--- src/rtl/dot_matrix_game_ctrl_pkg.sv ---
// Shared codes for the tic-tac-toe game-status sequencer and the dot-matrix display.
// gameend and player encodings are consumed unchanged by the display module.
package dot_matrix_game_ctrl_pkg;

  typedef enum logic [1:0] {
    GE_PLAY = 2'b00,
    GE_OWIN = 2'b01,
    GE_XWIN = 2'b10,
    GE_DRAW = 2'b11
  } gameend_t;

  typedef enum logic {
    P_O = 1'b0,
    P_X = 1'b1
  } player_t;

  typedef enum logic [1:0] {
    TURN_O    = 2'd0,
    TURN_X    = 2'd1,
    END_BLINK = 2'd2,
    END_HOLD  = 2'd3
  } state_t;

  localparam int TIMER_W = 5;
  localparam int BLINK_W = 8;

  // Counters saturate at all-ones instead of wrapping back to zero.
  function automatic logic [TIMER_W-1:0] timer_inc(input logic [TIMER_W-1:0] t);
    return (t == '1) ? t : t + 1'b1;
  endfunction

  function automatic logic [BLINK_W-1:0] blink_inc(input logic [BLINK_W-1:0] b);
    return (b == '1) ? b : b + 1'b1;
  endfunction

  function automatic state_t turn_state(input player_t p);
    return (p == P_X) ? TURN_X : TURN_O;
  endfunction

endpackage

--- src/rtl/dot_matrix_game_ctrl_if.sv ---
// Board/display handshake bundle: move and restart requests in, game status out.
interface dot_matrix_game_ctrl_if;
  logic       move_valid;
  logic [1:0] move_result;
  logic       restart;
  logic       whosTurn;
  logic [1:0] gameend;
  logic       toggle;
  logic       move_lock;
  logic       timeout_pulse;

  modport master (
    output move_valid, move_result, restart,
    input  whosTurn, gameend, toggle, move_lock, timeout_pulse
  );

  modport slave (
    input  move_valid, move_result, restart,
    output whosTurn, gameend, toggle, move_lock, timeout_pulse
  );
endinterface

--- src/rtl/dot_matrix_game_ctrl_tick_sync.sv ---
// Synchronizes a slow square wave into the clock domain and emits a one-cycle
// pulse on each rising edge; the wave is only ever sampled as data.
module dot_matrix_game_ctrl_tick_sync (
  input  logic clk,
  input  logic reset,
  input  logic slow_in,
  output logic tick
);

  logic sync_p0;
  logic sync_p1;
  logic sync_p2;

  always_ff @(posedge clk or negedge reset) begin
    if (!reset) begin
      sync_p0 <= 1'b0;
      sync_p1 <= 1'b0;
      sync_p2 <= 1'b0;
    end else begin
      sync_p0 <= slow_in;
      sync_p1 <= sync_p0;
      sync_p2 <= sync_p1;
    end
  end

  // sync_p2 is the previous synchronized sample for edge detection.
  assign tick = sync_p1 & ~sync_p2;

endmodule

--- src/rtl/dot_matrix_game_ctrl.sv ---
// Game-status sequencer: turn tracking with forfeit on timeout, result latch,
// end-of-game blink/hold, and restart with alternating first player.
module dot_matrix_game_ctrl
  import dot_matrix_game_ctrl_pkg::*;
#(
  parameter int TURN_TIMEOUT = 20,
  parameter int BLINK_TICKS  = 6
) (
  input  logic                   clk_10000Hz,
  input  logic                   reset,
  input  logic                   clk_2Hz,
  dot_matrix_game_ctrl_if.slave  bus
);

  localparam bit                 TIMEOUT_EN = (TURN_TIMEOUT != 0);
  localparam logic [TIMER_W-1:0] TIMEOUT_L  = TIMER_W'(TURN_TIMEOUT);
  localparam logic [BLINK_W-1:0] BLINK_L    = BLINK_W'(BLINK_TICKS);

  logic               tick;
  state_t             state;
  player_t            first_player;
  player_t            other_player;
  logic [TIMER_W-1:0] turn_timer;
  logic [TIMER_W-1:0] timer_nxt;
  logic [BLINK_W-1:0] blink_cnt;
  logic [BLINK_W-1:0] blink_nxt;

  dot_matrix_game_ctrl_tick_sync u_tick_sync (
    .clk     (clk_10000Hz),
    .reset   (reset),
    .slow_in (clk_2Hz),
    .tick    (tick)
  );

  assign other_player = (state == TURN_O) ? P_X : P_O;
  assign timer_nxt    = timer_inc(turn_timer);
  assign blink_nxt    = blink_inc(blink_cnt);

  always_ff @(posedge clk_10000Hz or negedge reset) begin
    if (!reset) begin
      state             <= TURN_O;
      first_player      <= P_O;
      turn_timer        <= '0;
      blink_cnt         <= '0;
      bus.whosTurn      <= P_O;
      bus.gameend       <= GE_PLAY;
      bus.toggle        <= 1'b0;
      bus.move_lock     <= 1'b0;
      bus.timeout_pulse <= 1'b0;
    end else begin
      bus.timeout_pulse <= 1'b0;
      // restart overrides everything else in the same cycle
      if (bus.restart) begin
        first_player  <= player_t'(~first_player);
        state         <= turn_state(player_t'(~first_player));
        bus.whosTurn  <= ~first_player;
        bus.gameend   <= GE_PLAY;
        bus.toggle    <= 1'b0;
        bus.move_lock <= 1'b0;
        turn_timer    <= '0;
        blink_cnt     <= '0;
      end else begin
        case (state)
          TURN_O, TURN_X: begin
            // a move takes priority over a coincident tick, which is dropped
            if (bus.move_valid) begin
              turn_timer <= '0;
              if (bus.move_result == GE_PLAY) begin
                state        <= turn_state(other_player);
                bus.whosTurn <= other_player;
              end else begin
                state         <= END_BLINK;
                bus.gameend   <= bus.move_result;
                bus.move_lock <= 1'b1;
                bus.toggle    <= 1'b1;
                blink_cnt     <= '0;
              end
            end else if (tick) begin
              if (TIMEOUT_EN && (timer_nxt == TIMEOUT_L)) begin
                state             <= turn_state(other_player);
                bus.whosTurn      <= other_player;
                turn_timer        <= '0;
                bus.timeout_pulse <= 1'b1;
              end else begin
                turn_timer <= timer_nxt;
              end
            end
          end
          END_BLINK: begin
            if (tick) begin
              blink_cnt <= blink_nxt;
              if (blink_nxt == BLINK_L) begin
                state      <= END_HOLD;
                bus.toggle <= 1'b1;
              end else begin
                bus.toggle <= ~bus.toggle;
              end
            end
          end
          END_HOLD: begin
          end
          default: state <= TURN_O;
        endcase
      end
    end
  end

endmodule
--- src/flat_wrapper.sv ---
// flat-port wrapper written by rule: the top's interface ports become plain ports
module dot_matrix_game_ctrl_flat import dot_matrix_game_ctrl_pkg::*;
#(
  parameter int TURN_TIMEOUT = 20,
  parameter int BLINK_TICKS  = 6
)
  (clk_10000Hz, reset, clk_2Hz, bus_move_valid, bus_move_result, bus_restart, bus_whosTurn, bus_gameend, bus_toggle, bus_move_lock, bus_timeout_pulse);
  dot_matrix_game_ctrl_if bus_i ();
  input  logic clk_10000Hz;
  input  logic reset;
  input  logic clk_2Hz;
  input wire logic [$bits(bus_i.move_valid)-1:0] bus_move_valid;
  input wire logic [$bits(bus_i.move_result)-1:0] bus_move_result;
  input wire logic [$bits(bus_i.restart)-1:0] bus_restart;
  output wire logic [$bits(bus_i.whosTurn)-1:0] bus_whosTurn;
  output wire logic [$bits(bus_i.gameend)-1:0] bus_gameend;
  output wire logic [$bits(bus_i.toggle)-1:0] bus_toggle;
  output wire logic [$bits(bus_i.move_lock)-1:0] bus_move_lock;
  output wire logic [$bits(bus_i.timeout_pulse)-1:0] bus_timeout_pulse;
  assign bus_i.move_valid = bus_move_valid;
  assign bus_i.move_result = bus_move_result;
  assign bus_i.restart = bus_restart;
  assign bus_whosTurn = bus_i.whosTurn;
  assign bus_gameend = bus_i.gameend;
  assign bus_toggle = bus_i.toggle;
  assign bus_move_lock = bus_i.move_lock;
  assign bus_timeout_pulse = bus_i.timeout_pulse;
  dot_matrix_game_ctrl #(.TURN_TIMEOUT(TURN_TIMEOUT), .BLINK_TICKS(BLINK_TICKS)) u_core (.clk_10000Hz(clk_10000Hz), .reset(reset), .clk_2Hz(clk_2Hz), .bus(bus_i));
endmodule
--- config.mk ---
export PLATFORM = sky130hd
export DESIGN_NAME = dot_matrix_game_ctrl_flat
export DESIGN_NICKNAME = d
export VERILOG_FILES = /design/src/rtl/dot_matrix_game_ctrl_pkg.sv /design/src/rtl/dot_matrix_game_ctrl_if.sv /design/src/rtl/dot_matrix_game_ctrl_tick_sync.sv /design/src/rtl/dot_matrix_game_ctrl.sv /design/src/flat_wrapper.sv
export SDC_FILE = /design/constraint.sdc
export NUM_CORES = 1
export LEC_CHECK = 0
export ABC_AREA = 1
export CAP_MARGIN = 20
export CELL_PAD_IN_SITES_DETAIL_PLACEMENT = 0
export CELL_PAD_IN_SITES_GLOBAL_PLACEMENT = 1
export CORE_MARGIN = 5
export CORE_UTILIZATION = 30
export CTS_BUF_LIST = sky130_fd_sc_hd__clkbuf_16
export CTS_CLUSTER_SIZE = 10
export DETAILED_ROUTE_END_ITERATION = 12
export DONT_BUFFER_PORTS = 1
export PLACE_DENSITY = 0.6
export SETUP_SLACK_MARGIN = 0.1
export SLEW_MARGIN = 20
export SYNTH_ARGS = -nofsm -noshare
export SYNTH_HDL_FRONTEND = slang
export SYNTH_HIERARCHICAL = 1
export SYNTH_SLANG_ARGS = --single-unit
--- constraint.sdc ---
create_clock -name clk_10000Hz -period 1.9 [get_ports clk_10000Hz]
set_clock_uncertainty 0.15 [all_clocks]
set_input_delay 0 -clock clk_10000Hz [delete_from_list [all_inputs] [get_ports clk_10000Hz]]
set_output_delay 0 -clock clk_10000Hz [all_outputs]
set_load 0.05 [all_outputs]
==> impl_metrics.ini <==
[yosys]
synth-seq-cells = 25
synth.area.top_cells = dfrtp_1 (45%), nand2_1 (13%), inv_1 (7.5%)
synth_top_area_cell = dfrtp_1
synth_area_mm2 = 0.001395
ys_seq_area_frac = 0.4484
syn_inst = 190
synth_cell_types = 20
synth_top_area_frac = 0.4484
synth_edf_count = 0
synth_area_per_cell_um2 = 7.343
async_flop_share = 1.000
post-synth-top-count-cell = nand2_1
synth_warnings = 6
synthTopCellsByCount = nand2_1 (50), inv_1 (28), dfrtp_1 (25)
ys.flop_type = dfrtp_1
syn_nets = 199

[finish]
final_cells = 266
antenna_cells = 0
drive_gt1_frac = 0.2009
fin_nets = 224
area.growth.synth_to_final_pct = 28.70
utilization = 0.4040

[critical_path]
max_stage_delay_ns = 0.37
worstSetupPathType = reg -> reg
crit_top_cell = nand2_1
r2r_start = u_core/blink_cnt[0]
worstPathCellList = ha_2 -> nand2_4 -> nor2_4 -> nand3_2 -> nand2_1 -> nand2_1 -> nor2_1 -> nand3_1 -> nand2_1 -> nand2_1 -> nand2_1 -> nand2_1
crit_path_max_fanout = 4
crit_arrival_ns = 1.80
timing.critical_path.from = u_core/blink_cnt[0]
crit_path_end_kind = flop
r2r_cells = 12
r2r_slack_ns = 0.11
reg2reg_to = u_core/state[0]
crit_path_top_delay_cell = dfrtp_1
crit_end = u_core/state[0]
crit_required_ns = 1.90
crit_path_start_kind = flop

[power]
intPower_uw = 969.8
swShare = 0.3141
ir_worst_vdd_mv = 0.3702
p_total_mw = 1.414
p_comb_frac = 0.194
p_per_area_mw_per_mm2 = 787.5
switching_power_uw = 444.2
power_frac_seq = 0.478
power_frac_clock = 0.328
p_leak_nw = 0.8931

[die]
die_w_um = 78.20
die_y_um = 78.20
pin_count = 13
start_util = 0.3139
core_mm2 = 0.004444
num_rows = 24
dieArea_mm2 = 0.006114

[cts]
clk_pin_slew_ns = 0.07
clk_latency_ns = 0.26
clkSinkCount = 25
clock_path_buffers = 2
cts_tree = built
cts_inserted_buffers = 3
root_buffer = clkbuf_16
htreeDepth = 1

[global_route]
grtUsageMet3 = 0.02975
use_met1 = 0.1410
antenna_found_initial = 0
grt_pass1_wl_um = 5395
busiest_layer = met2
grt_use_met2 = 0.1755
grtUsageTotal = 0.1095
grt_max_degree = 26
grt_pass1_vias = 1170
grt_overflow = 0

[worst_hold_path]
hold_path.class = in -> async

[timing]
fin_crit_sh = 0.9434
timing.hold.ws_ns = 0.01653
slew_viol_final = 0
worst_pin_slew_ns = 0.4813
rsz0062_at_grt = yes
max-slew-margin-rel = 0.6791
layout_min_cycle_time_ns = 1.792
setup_viol = 0
hold_viol_final = 0
fmax_mhz = 557.9

[routing]
vias_per_cell = 4.808
drtIter0Drc = 55
firstDrtPassIters = 4
wire_per_inst_um = 12.11
drc_errors = 0
routed_wl_um = 3221
ant_nets = 0
via_count = 1279

[place]
place_hpwl_um = 2320
gp_congestion = 0.7971
port_buffers = 0
placedCellCount = 250

[job]
max_cap_violations = 0

[outcome]
outcome = completed
==> layout by cell type, fill, tap and decap left out, drive strengths merged <==
cell / n
nand3: 20
dlymetal6s4s: 1
nand4: 3
nor2: 24
a31oi: 1
o22ai: 5
xor2: 2
buf: 12
clkbuf: 3
ha: 2
o21ai: 19
dfrtp: 25
nand2: 53
dlygate4sd3: 7
a21oi: 3
inv: 33
nor3: 1
==> through the flow <==
step | TNS [ns] | setup WS, ns | cell area (um^2)
after global placement | -0.1152 | -0.08173 | 1520
after floorplan | 0 | 0.1034 | 1395
after detailed placement | -0.08944 | -0.07367 | 1520
final | 0 | 0.1076 | 1795
after CTS | 0 | 0.1049 | 1734
after global routing | 0 | 0.009749 | 1795
==> power groups by stage <==
stage / clock (mW) / sequential [mW] / combinational (mW)
floorplan: 0 / 0.697 / 0.151
global placement: 0 / 0.686 / 0.229
detailed placement: 0 / 0.685 / 0.228
CTS: 0.491 / 0.675 / 0.267
global route: 0.515 / 0.682 / 0.306
finish: 0.463 / 0.676 / 0.275
==> area by class of cell <==
cell class / instances / area [um^2]
timing repair buffer: 20 / 188.9
sequential: 25 / 626.9
tap: 52 / 65.06
inverter: 32 / 125.1
clock inverter: 1 / 3.754
clock buffer: 3 / 75.07
fill: 469 / 2649
multi-input combinational: 133 / 710.7
==> repair_timing <==
item                       in CTS  in global routing
setup buffers                   2                  1
hold endpoints to repair       40                  0
gates resized for setup         7                 18
setup endpoints to repair       2                 13
hold buffers                    9                  0
pin swaps                       3                  9
==> flip-flops by register name, indices dropped and copies added (netlist names) <==
register,flops
u_core/blink_cnt,8
u_core/bus.timeout_pulse,1
u_core/u_tick_sync/sync_p2,1
u_core/bus.gameend,2
u_core/bus.toggle,1
u_core/bus.whosTurn,1
u_core/state,2
u_core/u_tick_sync/sync_p0,1
u_core/bus.move_lock,1
u_core/first_player,1
u_core/u_tick_sync/sync_p1,1
u_core/turn_timer,5
==> metal layers <==
| layer | part of all wire | vias to the layer above |
|---|---|---|
| li1 | - | 653 |
| met1 | 0.47 | 612 |
| met2 | 0.48 | 12 |
| met4 | 0.0071 | 0 |
| met5 | 0 | - |
| met3 | 0.041 | 2 |
==> critical path, delay by kind of cell, from the launching register on <==
kind          cells  cell delay (ns)
simple gates     11             0.96
flops             1             0.37
fa+ha+maj         1             0.21
==> cells by family (layout without fill, tap and decap cells) <==
group / Yosys count / count (layout) / share of synthesized area
compound gates: 28 / 28 / 0.1058
xor+xnor: 2 / 2 / 0.01256
fa+ha+maj: 2 / 2 / 0.01793
buf+inv: 32 / 56 / 0.08789
flops: 25 / 25 / 0.4484
simple gates: 101 / 101 / 0.3274
==> worst min-delay path by stage <==
| stage | cells past startpoint | end |
|---|---|---|
| 4_1_cts | 2 | u_core/bus.gameend[0] |
| 5_1_grt | 2 | u_core/bus.gameend[1] |
| 2_1_floorplan | 0 | u_core/blink_cnt[0] |
| 6_report | 2 | u_core/bus.gameend[1] |
| 3_5_place_dp | 0 | u_core/bus.gameend[0] |
| 3_3_place_gp | 0 | u_core/bus.gameend[0] |
Power figures use the tool's default switching activity.
